## src/rtl/change_dispenser.sv

```systemverilog
// Coin payout engine: pays a requested amount largest-denomination-first over a
// valid/ready hopper handshake and tracks a saturating stock count per denomination.
//
// state   | meaning
// --------+-------------------------------------------------------------
// IDLE    | waiting for a return request
// SELECT  | pick the largest affordable in-stock coin, or finish
// PRESENT | coin offered to the hopper, held until ready
// DONE    | one-cycle completion pulse, residual valid
module change_dispenser #(
    parameter int kNumCoins  = 3,
    parameter int kTotalBits = 31,
    parameter int COIN_VAL0  = 100,
    parameter int COIN_VAL1  = 500,
    parameter int COIN_VAL2  = 1000,
    parameter int STOCK_BITS = 8,
    parameter int INIT_STOCK = 8
) (
    input  logic                            clk,
    input  logic                            reset_n,
    input  logic [kNumCoins-1:0]            i_input_coin,
    input  logic                            i_return_req,
    input  logic [kTotalBits-1:0]           i_return_amount,
    output logic                            o_busy,
    output logic [kNumCoins-1:0]            o_return_coin,
    output logic                            o_coin_valid,
    input  logic                            i_coin_ready,
    output logic                            o_done,
    output logic [kTotalBits-1:0]           o_residual,
    output logic [kNumCoins*STOCK_BITS-1:0] o_stock
);

    localparam int kIdxBits = (kNumCoins > 1) ? $clog2(kNumCoins) : 1;

    typedef enum logic [1:0] {
        S_IDLE,
        S_SELECT,
        S_PRESENT,
        S_DONE
    } state_t;

    function automatic logic [kTotalBits-1:0] coin_val(input int k);
        case (k)
            0:       coin_val = kTotalBits'(COIN_VAL0);
            1:       coin_val = kTotalBits'(COIN_VAL1);
            default: coin_val = kTotalBits'(COIN_VAL2);
        endcase
    endfunction

    state_t                  state_q, state_d;
    logic [kTotalBits-1:0]   remaining_q, remaining_d;
    logic [kTotalBits-1:0]   residual_q, residual_d;
    logic [kIdxBits-1:0]     coin_idx_q, coin_idx_d;
    logic [kNumCoins-1:0]    return_coin_q, return_coin_d;
    logic                    coin_valid_q, coin_valid_d;
    logic [STOCK_BITS-1:0]   stock_q [kNumCoins];
    logic [STOCK_BITS-1:0]   stock_d [kNumCoins];

    logic                    sel_found;
    logic [kIdxBits-1:0]     sel_idx;
    logic                    handshake;
    logic                    insert_ok;

    // Later (larger) indices overwrite earlier ones, so the highest match wins.
    always_comb begin
        sel_found = 1'b0;
        sel_idx   = '0;
        for (int k = 0; k < kNumCoins; k++) begin
            if (coin_val(k) <= remaining_q && stock_q[k] != '0) begin
                sel_found = 1'b1;
                sel_idx   = kIdxBits'(k);
            end
        end
    end

    assign handshake = (state_q == S_PRESENT) && coin_valid_q && i_coin_ready;
    assign insert_ok = (i_input_coin != '0) &&
                       ((i_input_coin & (i_input_coin - kNumCoins'(1))) == '0);

    always_comb begin
        state_d       = state_q;
        remaining_d   = remaining_q;
        residual_d    = residual_q;
        coin_idx_d    = coin_idx_q;
        return_coin_d = return_coin_q;
        coin_valid_d  = coin_valid_q;
        case (state_q)
            S_IDLE: begin
                if (i_return_req) begin
                    remaining_d = i_return_amount;
                    residual_d  = '0;
                    state_d     = S_SELECT;
                end
            end
            S_SELECT: begin
                if (sel_found) begin
                    coin_idx_d    = sel_idx;
                    return_coin_d = kNumCoins'(1) << sel_idx;
                    coin_valid_d  = 1'b1;
                    state_d       = S_PRESENT;
                end else begin
                    residual_d = remaining_q;
                    state_d    = S_DONE;
                end
            end
            S_PRESENT: begin
                if (handshake) begin
                    remaining_d   = remaining_q - coin_val(int'(coin_idx_q));
                    coin_valid_d  = 1'b0;
                    return_coin_d = '0;
                    state_d       = S_SELECT;
                end
            end
            S_DONE: begin
                state_d = S_IDLE;
            end
            default: begin
                state_d = S_IDLE;
            end
        endcase
    end

    // Insert and dispense of the same coin in one cycle cancel out.
    always_comb begin
        for (int k = 0; k < kNumCoins; k++) begin
            stock_d[k] = stock_q[k];
            case ({insert_ok && i_input_coin[k], handshake && (coin_idx_q == kIdxBits'(k))})
                2'b10: begin
                    if (stock_q[k] != '1) begin
                        stock_d[k] = stock_q[k] + STOCK_BITS'(1);
                    end
                end
                2'b01: begin
                    stock_d[k] = stock_q[k] - STOCK_BITS'(1);
                end
                default: begin
                    stock_d[k] = stock_q[k];
                end
            endcase
        end
    end

    always_ff @(posedge clk or negedge reset_n) begin
        if (!reset_n) begin
            state_q       <= S_IDLE;
            remaining_q   <= '0;
            residual_q    <= '0;
            coin_idx_q    <= '0;
            return_coin_q <= '0;
            coin_valid_q  <= 1'b0;
            for (int k = 0; k < kNumCoins; k++) begin
                stock_q[k] <= STOCK_BITS'(INIT_STOCK);
            end
        end else begin
            state_q       <= state_d;
            remaining_q   <= remaining_d;
            residual_q    <= residual_d;
            coin_idx_q    <= coin_idx_d;
            return_coin_q <= return_coin_d;
            coin_valid_q  <= coin_valid_d;
            for (int k = 0; k < kNumCoins; k++) begin
                stock_q[k] <= stock_d[k];
            end
        end
    end

    assign o_busy        = (state_q != S_IDLE);
    assign o_done        = (state_q == S_DONE);
    assign o_coin_valid  = coin_valid_q;
    assign o_return_coin = return_coin_q;
    assign o_residual    = residual_q;

    always_comb begin
        o_stock = '0;
        for (int k = 0; k < kNumCoins; k++) begin
            o_stock[k*STOCK_BITS +: STOCK_BITS] = stock_q[k];
        end
    end

endmodule

```

## config.mk

```make
export PLATFORM = sky130hd
export DESIGN_NAME = change_dispenser
export DESIGN_NICKNAME = d
export VERILOG_FILES = /design/src/rtl/change_dispenser.sv
export SDC_FILE = /design/constraint.sdc
export NUM_CORES = 1
export LEC_CHECK = 0
export BUFFER_PORTS_ARGS = -buffer_cell sky130_fd_sc_hd__buf_4
export CORE_ASPECT_RATIO = 1.4
export CORE_MARGIN = 5
export CORE_UTILIZATION = 50
export CTS_BUF_LIST = sky130_fd_sc_hd__clkbuf_8
export CTS_CLUSTER_DIAMETER = 60
export CTS_CLUSTER_SIZE = 20
export DETAILED_ROUTE_END_ITERATION = 8
export GPL_TIMING_DRIVEN = 0
export PLACE_DENSITY_LB_ADDON = 0.3
export RECOVER_POWER = 50
export SLEW_MARGIN = 20
export SYNTH_ARGS = -nofsm -noshare
export SYNTH_HDL_FRONTEND = slang
export SYNTH_SLANG_ARGS = --single-unit
```

## constraint.sdc

```tcl
create_clock -name clk -period 7.7 [get_ports clk]
set_input_delay 1.54 -clock clk [delete_from_list [all_inputs] [get_ports clk]]
set_output_delay 1.54 -clock clk [all_outputs]
set_load 0.1 [all_outputs]
```

==> results.sh <==
export IMPL_antenna_found_initial=0
export IMPL_timing_fmax_ghz=0.2618
export IMPL_yosysSeqAreaShare_pct=45.48
export IMPL_crit_family="simple AND/OR/NAND/NOR gates"
export IMPL_r2r_start="remaining_q[17]$_DFFE_PN0P_"
export IMPL_cts_setup_buffers=0
export IMPL_yosys_area_share_simple_pct=23.96
export IMPL_power_total_mw=2.732
export IMPL_whs_ns=0.4841
export IMPL_crit_fanout=10
export IMPL_min_from="remaining_q[0]$_DFFE_PN0P_"
export IMPL_wl_per_cell_um=17.07
export IMPL_synth_xor_area_share_pct=4.396
export IMPL_power_density_mw_per_mm2=442.1
export IMPL_std_cell_rows=44
export IMPL_final_common_cell="nand2_1"
export IMPL_end_kind="register"
export IMPL_clk_pin_slew_ns=0.10
export IMPL_num_antenna_cells=0
export IMPL_yosysWarnings=0
export IMPL_cap_violations=0
export IMPL_ant_nets=0
export IMPL_synth_cell_types=58
export IMPL_drt_total_wl_um=14300
export IMPL_status="finished, final reports clean"
export IMPL_cts_resized=0
export IMPL_drtPass1Iterations=5
export IMPL_grt_usage_pct=23.76
export IMPL_rr_endpoint="o_residual[9]$_DFFE_PN0P_"
export IMPL_synth_top_family_by_area="simple AND/OR/NAND/NOR gates"
export IMPL_clock_path_buffers=2
export IMPL_hold_path_class="reg -> reg"
export IMPL_synth_compound_area_share_pct=20.05
export IMPL_io_pins=99
export IMPL_whs_path_depth=2
export IMPL_hpwlAfterDp_um=10600
export IMPL_worst_pin_slew_ns=1.194
export IMPL_worst_path_buf_inv=1
export IMPL_required_ns=7.94
export IMPL_die_height_um=130.4
export IMPL_synthMuxAreaShare_pct=0.6522
export IMPL_cts_htree_levels=3
export IMPL_hold_violations=0
export IMPL_rsz0062_at_grt="false"
export IMPL_clk_latency_ns=0.37
export IMPL_synth_cells=586
export IMPL_dieArea_mm2=0.01252
export IMPL_overflow=0
export IMPL_cts_sinks=94
export IMPL_syn_area_per_cell_um2=8.840
export IMPL_syn_area_mm2=0.005180
export IMPL_vias_per_cell=5.915
export IMPL_start_util_pct=50.59
export IMPL_leakage_nw=2.636
export IMPL_period_minus_slack_ns=3.820
export IMPL_grt_pass1_wl_um=23540
export IMPL_final_util_pct=60.35
export IMPL_synthFlopType="dfrtp_1"
export IMPL_synthArstFlopShare_pct=100.0
export IMPL_drcViolationCount=0
export IMPL_finalSetupTns_ns=0
export IMPL_area_growth_pct=19.30
export IMPL_cts_made_buffers=9
export IMPL_cp_cell_sequence="or4_1 > nor4_1 > nand3_1 > a2111oi_4 > clkbuf_1 > o21ai_0"
export IMPL_core_area_mm2=0.01024
export IMPL_ys_ff_latch=94
export IMPL_synth_adder_area_share_pct=2.077
export IMPL_critPathKind="reg -> reg"
export IMPL_final_net_count=741
export IMPL_reg2reg_slack_ns=3.88
export IMPL_cts_root_buffer="clkbuf_8"
export IMPL_grt_pass1_vias=4919
export IMPL_crit_slowest_cell="nor4_1"
export IMPL_drt_iter0_drc=423
export IMPL_critPathLaunch="remaining_q[17]$_DFFE_PN0P_"
export IMPL_mostFrequentLayoutCells="nand2_1 (113), dfrtp_1 (91), buf_4 (73)"
export IMPL_route_vias_total=4957
export IMPL_skew_ns=0.01268
export IMPL_cp_start_kind="register"
export IMPL_die_x_um=96.02
export IMPL_crit_arrival_ns=4.06
export IMPL_ir_worst_vdd_mv=0.1776
export IMPL_min_to="remaining_q[0]$_DFFE_PN0P_"
export IMPL_slew_violations=0
export IMPL_setup_viol=0
export IMPL_grt_max_degree=95
export IMPL_globalplace_congestion=0.9273
export IMPL_synth_edf_count=0
export IMPL_max_stage_delay_ns=0.94
export IMPL_synth_fp_nets=632
export IMPL_port_buffers=98
export IMPL_period_share_pct=49.60
export IMPL_hold_buffers=0
export IMPL_rr_worst_depth=6
export IMPL_slew_headroom_pct=19.68
export IMPL_tritoncts="built"
export IMPL_drive_above_1_share_pct=16.57
-- worst min-delay path: cells and delay by family, from the launching register on --
family / cells / cell delay (ns)
flops: 1 / 0.36
simple gates: 2 / 0.10
-- logic make-up after synthesis --
family | Yosys count
DFF | 94
xor gates and xnor gates | 26
adders and majority gates | 8
muxes | 3
buffers and inverters | 45
and+or+nand+nor | 255
AOI/OAI and AO/OA | 155
-- sequential cells by signal, summed over array words and instances (netlist names) --
register,cells
state_q,2
coin_idx_q,2
o_stock,24
o_residual,31
remaining_q,31
o_return_coin,3
o_coin_valid,1
-- stage by stage --
stage | cell area, µm² | cells | worst slack, ns
after floorplan | 5180 | 586 | 4.128
after global placement | 6088 | 822 | 3.684
after detailed placement | 6092 | 822 | 3.646
after CTS | 6285 | 838 | 4.023
after global routing | 6180 | 838 | 3.641
final | 6180 | 838 | 3.881
-- synth_stat cells (all sizes together), types with 3 or more instances --
master	instances	area (µm²)
or3	15	93.84
nor4	10	77.57
o211ai	13	97.59
or2	9	56.30
and4	3	26.28
o311ai	7	61.31
a31oi	7	43.79
nand2b	5	31.28
o21ai	51	255.2
ha	7	87.58
nor3	10	50.05
a21oi	21	105.1
a21o	4	30.03
nand4	4	25.02
a22oi	4	30.03
and3	7	43.79
nor2	37	138.9
xor2	8	70.07
dfstp	3	78.83
nand2	113	424.2
a41oi	3	26.28
mux2	3	33.78
dfrtp	91	2277
a31o	3	26.28
xnor2	18	157.7
nand3	17	85.08
o211a	3	30.03
o22ai	9	56.30
buf	5	25.02
a2bb2oi	3	26.28
clkbuf	31	116.4
inv	9	33.78
and2	3	18.77
o21a	4	30.03
a221oi	5	43.79
or4	13	97.59
-- layout make-up --
type | instances | area [µm²]
fill | 944 | 4060
multi-input combinational | 447 | 2634
sequential | 94 | 2356
timing repair buffer | 98 | 649.4
tap | 138 | 172.7
clock buffer | 11 | 151.4
buffer | 36 | 141.4
clock inverter | 5 | 41.29
inverter | 9 | 33.78
-- metal layers --
| metal | global-route usage [%] | share of wire (%) | up-vias |
|---|---|---|---|
| met2 | 40.18 | 51 | 170 |
| met4 | 10.72 | 3.3 | 0 |
| li1 | - | - | 2344 |
| met5 | 0 | 0 | - |
| met1 | 29.37 | 40 | 2409 |
| met3 | 4.181 | 5.1 | 34 |
-- worst max-delay path by stage --
| stage | end | slack, ns | cells past startpoint |
|---|---|---|---|
| global placement | o_stock[22]$_DFFE_PN0P_ | 3.68 | 10 |
| finish | o_residual[9]$_DFFE_PN0P_ | 3.88 | 6 |
| floorplan | o_stock[22]$_DFFE_PN0P_ | 4.13 | 8 |
| detailed placement | o_stock[22]$_DFFE_PN0P_ | 3.65 | 10 |
| global route | o_residual[2]$_DFFE_PN0P_ | 3.64 | 6 |
| CTS | o_stock[22]$_DFFE_PN0P_ | 4.02 | 10 |
-- power by group --
part           switching [mW]  total, mW  internal, mW
clock                   0.185      0.322         0.137
sequential              0.223      0.883         0.660
combinational            1.10       1.53         0.431
(Power assumes the default switching activity.)
